## src/rtl/fc_argmax_if.sv

```systemverilog
// Score stream into the argmax block and the per-frame decision coming back out.
// The slave modport is the argmax side; the master modport is the score producer / result consumer.
interface fc_argmax_if #(
  parameter int unsigned DATA_W = 12,
  parameter int unsigned IDX_W  = 4
);
  logic                     valid_in;
  logic signed [DATA_W-1:0] data_in;
  logic                     frame_clear;
  logic                     valid_out;
  logic [IDX_W-1:0]         class_out;
  logic signed [DATA_W-1:0] max_score;
  logic [15:0]              frame_cnt;

  modport master (
    output valid_in, data_in, frame_clear,
    input  valid_out, class_out, max_score, frame_cnt
  );

  modport slave (
    input  valid_in, data_in, frame_clear,
    output valid_out, class_out, max_score, frame_cnt
  );
endinterface

```

## src/rtl/fc_argmax.sv

```systemverilog
// Streaming argmax over OUTPUT_NUM signed class scores per frame; emits class index, max score, frame count.
// Optional readable score buffer (rd_addr/rd_data) enabled by defining FC_ARGMAX_SCORE_BUF_EN.
module fc_argmax #(
  parameter int unsigned OUTPUT_NUM = 10,
  parameter int unsigned DATA_W     = 12,
  parameter int unsigned IDX_W      = 4
) (
  input  logic                     clk,
  input  logic                     rst,
  fc_argmax_if.slave               bus
`ifdef FC_ARGMAX_SCORE_BUF_EN
  ,
  input  logic [IDX_W-1:0]         rd_addr,
  output logic signed [DATA_W-1:0] rd_data
`endif
);

  localparam logic [IDX_W-1:0] LAST_IDX = IDX_W'(OUTPUT_NUM - 1);

  typedef enum logic {S_IDLE, S_ACC} state_t;

  state_t                   state_q,   state_d;
  logic [IDX_W-1:0]         idx_q,     idx_d;
  logic signed [DATA_W-1:0] run_max_q, run_max_d;
  logic [IDX_W-1:0]         run_idx_q, run_idx_d;
  logic                     valid_q,   valid_d;
  logic [IDX_W-1:0]         class_q,   class_d;
  logic signed [DATA_W-1:0] max_q,     max_d;
  logic [15:0]              cnt_q,     cnt_d;

  logic                     accept_c;
  logic signed [DATA_W-1:0] cand_max_c;
  logic [IDX_W-1:0]         cand_idx_c;

  // A score counts only when no abort is pending in the same cycle.
  assign accept_c = bus.valid_in && !bus.frame_clear;

  // State register and all datapath flops.
  always_ff @(posedge clk) begin
    if (rst) begin
      state_q   <= S_IDLE;
      idx_q     <= '0;
      run_max_q <= '0;
      run_idx_q <= '0;
      valid_q   <= 1'b0;
      class_q   <= '0;
      max_q     <= '0;
      cnt_q     <= '0;
    end else begin
      state_q   <= state_d;
      idx_q     <= idx_d;
      run_max_q <= run_max_d;
      run_idx_q <= run_idx_d;
      valid_q   <= valid_d;
      class_q   <= class_d;
      max_q     <= max_d;
      cnt_q     <= cnt_d;
    end
  end

  // Next-state and next-output logic.
  always_comb begin
    state_d    = state_q;
    idx_d      = idx_q;
    run_max_d  = run_max_q;
    run_idx_d  = run_idx_q;
    valid_d    = 1'b0;
    class_d    = class_q;
    max_d      = max_q;
    cnt_d      = cnt_q;
    cand_max_c = run_max_q;
    cand_idx_c = run_idx_q;

    // First score of a frame always loads; later ones replace only when strictly larger.
    if (state_q == S_IDLE || bus.data_in > run_max_q) begin
      cand_max_c = bus.data_in;
      cand_idx_c = idx_q;
    end

    if (bus.frame_clear) begin
      state_d   = S_IDLE;
      idx_d     = '0;
      run_max_d = '0;
      run_idx_d = '0;
    end else if (bus.valid_in) begin
      run_max_d = cand_max_c;
      run_idx_d = cand_idx_c;
      if (idx_q == LAST_IDX) begin
        state_d = S_IDLE;
        idx_d   = '0;
        valid_d = 1'b1;
        class_d = cand_idx_c;
        max_d   = cand_max_c;
        cnt_d   = cnt_q + 16'd1;
      end else begin
        state_d = S_ACC;
        idx_d   = idx_q + IDX_W'(1);
      end
    end
  end

  assign bus.valid_out = valid_q;
  assign bus.class_out = class_q;
  assign bus.max_score = max_q;
  assign bus.frame_cnt = cnt_q;

`ifdef FC_ARGMAX_SCORE_BUF_EN
  logic signed [DATA_W-1:0] score_buf_q [OUTPUT_NUM];

  // Score buffer survives frame_clear; only reset wipes it.
  always_ff @(posedge clk) begin
    if (rst) begin
      for (int i = 0; i < int'(OUTPUT_NUM); i++) score_buf_q[i] <= '0;
      rd_data <= '0;
    end else begin
      if (accept_c) score_buf_q[idx_q] <= bus.data_in;
      rd_data <= (32'(rd_addr) < OUTPUT_NUM) ? score_buf_q[rd_addr] : '0;
    end
  end
`else
  logic unused_accept_c;
  assign unused_accept_c = accept_c;
`endif

endmodule
```

## src/flat_wrapper.sv

```systemverilog
// flat-port wrapper written by rule: the top's interface ports become plain ports
module fc_argmax_flat 
#(
  parameter int unsigned OUTPUT_NUM = 10,
  parameter int unsigned DATA_W     = 12,
  parameter int unsigned IDX_W      = 4
)
  (clk, rst, bus_valid_in, bus_data_in, bus_frame_clear, bus_valid_out, bus_class_out, bus_max_score, bus_frame_cnt);
  fc_argmax_if #(.DATA_W(DATA_W), .IDX_W(IDX_W)) bus_i ();
  input  logic clk;
  input  logic rst;
  input wire logic [$bits(bus_i.valid_in)-1:0] bus_valid_in;
  input wire logic [$bits(bus_i.data_in)-1:0] bus_data_in;
  input wire logic [$bits(bus_i.frame_clear)-1:0] bus_frame_clear;
  output wire logic [$bits(bus_i.valid_out)-1:0] bus_valid_out;
  output wire logic [$bits(bus_i.class_out)-1:0] bus_class_out;
  output wire logic [$bits(bus_i.max_score)-1:0] bus_max_score;
  output wire logic [$bits(bus_i.frame_cnt)-1:0] bus_frame_cnt;
  assign bus_i.valid_in = bus_valid_in;
  assign bus_i.data_in = bus_data_in;
  assign bus_i.frame_clear = bus_frame_clear;
  assign bus_valid_out = bus_i.valid_out;
  assign bus_class_out = bus_i.class_out;
  assign bus_max_score = bus_i.max_score;
  assign bus_frame_cnt = bus_i.frame_cnt;
  fc_argmax #(.OUTPUT_NUM(OUTPUT_NUM), .DATA_W(DATA_W), .IDX_W(IDX_W)) u_core (.clk(clk), .rst(rst), .bus(bus_i));
endmodule
```

## config.mk

```make
export PLATFORM = sky130hd
export DESIGN_NAME = fc_argmax_flat
export DESIGN_NICKNAME = d
export VERILOG_FILES = /design/src/rtl/fc_argmax_if.sv /design/src/rtl/fc_argmax.sv /design/src/flat_wrapper.sv
export SDC_FILE = /design/constraint.sdc
export NUM_CORES = 1
export LEC_CHECK = 0
export ABC_AREA = 1
export CORE_ASPECT_RATIO = 0.7
export CORE_MARGIN = 10
export CORE_UTILIZATION = 30
export DETAILED_ROUTE_END_ITERATION = 16
export PLACE_DENSITY = 0.53
export SLEW_MARGIN = 20
export SYNTH_ARGS = -nofsm -noshare
export SYNTH_HDL_FRONTEND = slang
export SYNTH_SLANG_ARGS = --single-unit
```

## constraint.sdc

```tcl
create_clock -name clk -period 3.95 [get_ports clk]
set_clock_uncertainty 0.1 [all_clocks]
set_input_delay 0.9875 -clock clk [delete_from_list [all_inputs] [get_ports clk]]
set_output_delay 0.9875 -clock clk [all_outputs]
set_load 0.01 [all_outputs]
```

[Word level (Yosys, flattened, before mapping)]
Cells that the tools add are included.
Operators by class
  add/subtract/negate cells: 2
  order comparisons: 1
  equality and inequality tests: 1
  multiplexer cells: 5
  bitwise gates (word level): 3
  reductions and logical operators: 4
Operators with widths (count)
  $add 16x1->16 const B: 1
  $gt 12x12->1: 1
  $mux 12: 1
  $mux 4: 2
  $add 4x1->4 const B: 1
  $eq 4x4->1 const B: 1
  $not 1->1: 3
  $reduce_and 3->1: 1
  $reduce_or 3->1: 1
  $mux 1: 2
  $reduce_or 2->1: 1
  $logic_or 1x1->1: 1
Storage, ports and cells
  bits in registers: 54
  input port bits: 16
  output and inout bits: 33
  word-level logic and storage cells: 24

[Longest topological paths before layout]
  depth in word-level cells: 3
  mapped depth: 17
  mapped depth without buffers: 16

[Worst setup path before layout]
OpenSTA, ideal clock, no wires.
  path kind: input to register
  start point: input port bus_data_in[11]
  end point: register u_core.run_max_q[10]
  setup time: 0.109 ns
  arrival: 2.340 ns
  required time: 3.741 ns
  setup slack: 1.401 ns
  stages: 11
  path buffers: 1
  cell sequence: ha_1 a21o_1 nor2_1 nand4_1 nand3_4 nand2_4 buf_12 nand2_4 nand3_1 nand2_1 inv_1
On the way
  cells in the longest elaborated chain, start to end: 3
Ends and longest elaborated chain
  start: declaration: RTL line flat_wrapper.sv:13  | input wire logic [$bits(bus_i.data_in)-1:0] bus_data_in;
  $gt 12x12->1: RTL line fc_argmax.sv:75  | if (state_q == S_IDLE || bus.data_in > run_max_q) begin
  $logic_or 1x1->1: RTL line fc_argmax.sv:75
  $mux 12: RTL line fc_argmax.sv:75
  end signal: assignment: RTL line fc_argmax.sv:52  | run_max_q <= run_max_d;
  end: declaration: RTL line fc_argmax.sv:24  | logic signed [DATA_W-1:0] run_max_q, run_max_d;
Every way passes these cells.
A chain may end at the register's enable or synchronous reset.

[Final worst setup path]
  start point: input port bus_data_in[11]
  end point: register u_core.class_q[2] (netlist: u_core.bus.class_out[2])
On the way
  cells in the longest elaborated chain, start to end: 3
Ends and longest elaborated chain
  $gt 12x12->1: RTL line fc_argmax.sv:75
  $logic_or 1x1->1: RTL line fc_argmax.sv:75
  $mux 4: RTL line fc_argmax.sv:75
  end signal: assignment: RTL line fc_argmax.sv:55  | class_q <= class_d;
  end: declaration: RTL line fc_argmax.sv:27  | logic [IDX_W-1:0] class_q, class_d;
Every way passes these cells.

==> out/results.md <==
## Run status
- **outcome** completed

## Worst setup path
- **start point of the critical path** bus_data_in[11]
- **worst setup path class** input pin to flop
- **Required @ worst endpoint** 4.09 ns
- **CP endpoint kind** flop
- **Reg-to-Reg End** u_core.bus.class_out[2]
- **CP Data Arrival Time** 3.35 ns
- **Critical path destination** u_core.bus.class_out[2]
- **Max Fanout on Critical Path** 17
- **worst setup slack for register-to-register paths** 1.52 ns
- **Worst setup SP type** input pin
- **R2R Path Start** u_core.run_max_q[11]
- **r2r worst-path depth** 14

## Detailed routing
- **antenna violation net count after detailed routing** 0
- **total wire length** 7707 um
- **DRT Pass-1 Iters** 4
- **count of vias placed by the detailed router** 2653
- **Iter 0 DRT Violations** 209
- **average wire per standard cell** 12.87 um
- **Remaining DRCs** 0
- **Via density** 4.429

## Synth
- **Syn Std Cell Area** 2989 um^2
- **top-count cell post-synth** nand2_1
- **main flop type after synthesis** dfxtp_1
- **total number of yosys warnings** 0
- **cell types with the highest counts after synthesis** nand2_1 (72), inv_1 (67), nand3_1 (60), nor2_1 (60), dfxtp_1 (54)
- **count of flip-flops with a built-in enable after synthesis** 0
- **number of unique standard cell types used by synthesis** 34
- **ys async rst share** 0%
- **post-synth top area share** 36.17%
- **sequential fraction of the synthesis area** 36.17%
- **synthesis-stage register bit count** 54
- **Synth Net Count** 457
- **number of instances in the synthesized netlist** 428
- **average cell area after synthesis** 6.984 um^2
- **cell accounting for the most synthesized area** dfxtp_1
- **biggest area contributors in the synthesized netlist** dfxtp_1 (36%), nand3_1 (10%), nand2_1 (9.0%), inv_1 (8.4%), nor2_1 (7.5%)

## Cells and area
- **Final nets** 499
- **share of post-route cells with drive strength above 1** 8.068%
- **area overhead of the layout relative to synthesis** 24.11%
- **cell area after layout** 3710 um^2
- **number of fillers in the final layout** 1014
- **Inserted Diodes** 0

## STA
- **final worst path period share** 81.12%
- **Tightest Pin Transition** 0.9928 ns
- **setup repair after global routing missed its margin** no
- **maximum frequency from static timing analysis** 312.1 MHz
- **final hold viol count** 0
- **worst slew slack as a fraction of its limit** 33.41%
- **setup TNS** 0 ns
- **Final Max Tran Viols** 0
- **final worst path period need** 3.204 ns
- **final setup violation count** 0

## Floorplanning
- **Core Region** 9722 um^2
- **num rows** 30
- **Die ar.** 14420 um^2
- **overall die width** 139.3 um
- **Die H** 103.5 um
- **I/O pin cnt** 49
- **Initial Util** 30.75%

## Power
- **worst vdd ir** 0.1583 mV
- **total power divided by cell area** 307.3 nW/um^2
- **Static Leakage** 1.717 nW

## Clock network
- **cts hold-fix bufs** 0
- **CTS Sinks** 54
- **Clock transition at path regs** 0.07 ns
- **clock buffer count from CTS** 5
- **H-tree levels** 2
- **master cell of the clock root buffer** clkbuf_16
- **Bufs on Longest Clock Path** 2
- **post-CTS repair timing setup buffer count** 0
- **Post-CTS Resized** 0
- **TritonCTS clock tree** built
- **Skew-Pair Late Insertion Delay** 0.30 ns

## Place
- **cell area reported after detailed placement** 3562 um^2
- **final weighted congestion in routability-driven placement** 0.8079
- **post-detailed-placement half-perimeter wirelength** 5680 um
- **IO Port Bufs** 48

## GRT
- **number of antenna violations at the first check in global routing** 0
- **overall global routing resource usage** 10.99%
- **overall overflow remaining after global route** 0
- **via count of the first global-routing pass** 2679
- **largest net degree at the start of global routing** 35
- **first-pass GRT wire length** 13350 um

## Worst hold path
- **hold wc startpoint** u_core.bus.frame_cnt[3]
- **worst hold path class** flop to flop

## Job
- **Max Cap Viol** 0

power breakdown:
group | total (mW) | internal (mW) | switching, mW
Clock | 0.455 | 0.252 | 0.203
Combinational | 0.126 | 0.0486 | 0.0772
Sequential | 0.559 | 0.552 | 0.00745
Total | 1.14 | 0.853 | 0.287
cells in the final DEF (no fill, tap or decap), drive strengths merged:
master	netlist	layout
nand3b	1	1
nand2	87	87
xor2	4	4
dfxtp	54	54
clkinv	4	5
ha	13	13
nor3	8	8
nor4b	1	1
a31oi	1	1
a21o	1	1
a21oi	22	22
o21a	1	1
nor3b	2	2
and3	1	1
or2	1	1
nor2	66	66
xnor2	1	1
o21ai	8	8
nand3	61	61
clkdlybuf4s50	0	48
nand4	5	5
clkbuf	8	7
inv	71	71
buf	7	2
kinds of logic (layout without fill, tap and decap cells):
kind of cell	Yosys count	after routing	synth area share (%)
flops	54	54	36.17
fa+ha+maj	13	13	5.442
buf+inv	90	133	12.18
compound gates	33	33	5.735
xor+xnor	5	5	1.465
simple gates	233	233	39.01
registers in the layout, summed over array words and instances, names as in the netlist:
| signal | cells |
|---|---|
| u_core.bus.class_out | 4 |
| u_core.idx_q | 4 |
| u_core.bus.max_score | 12 |
| u_core.state_q | 1 |
| u_core.run_idx_q | 4 |
| u_core.bus.valid_out | 1 |
| u_core.run_max_q | 12 |
| u_core.bus.frame_cnt | 16 |
worst min path at each step:
stage	end	cells past startpoint
final	u_core.bus.frame_cnt[3]	2
after global routing	u_core.bus.frame_cnt[8]	2
after CTS	u_core.bus.frame_cnt[3]	2
after detailed placement	u_core.bus.frame_cnt[3]	2
after global placement	u_core.bus.frame_cnt[15]	2
after floorplan	u_core.idx_q[3]	2
per-stage QoR:
stage,std cells,total power [mW],hold WS (ns),util [%],worst slack (ns)
floorplan,428,0.6580,0.3957,-,1.401
global placement,591,0.6967,0.4209,36.64,0.4592
detailed placement,591,0.6983,0.4196,36.64,0.4337
CTS,599,1.157,0.4303,38.16,0.7312
global route,599,1.198,0.4673,38.16,0.5128
finish,599,1.140,0.4250,38.16,0.7458
critical path: stages:
cell and delay, ns:
clkdlybuf4s50_1 0.44, ha_1 0.39, nand2_1 0.10, inv_2 0.06, nand2_2 0.05, nor2_2 0.12, nand2_1 0.08, nand4_1 0.11
nand3_4 0.23, nand2_4 0.38, nand2_1 0.12, nand3_1 0.13, nand2_1 0.09, inv_1 0.06
per-layer routing:
metal  global-route usage [%]  share of wire, %
met5                        0                 0
met4                    2.452              0.86
met3                    2.874               5.1
met2                    16.73                42
met1                    15.06                52
final cells by class:
class | instances | area (um^2) | area share, %
inverters | 75 | 281.5 | 7.589
clock buffers | 7 | 142.6 | 3.845
multi-input cells | 284 | 1544 | 41.62
clock inverters | 1 | 5.005 | 0.1349
flip-flops and latches | 54 | 1081 | 29.14
repair buffers | 50 | 495.5 | 13.36
well taps | 128 | 160.2 | 4.317
(Power assumes the default switching activity.)
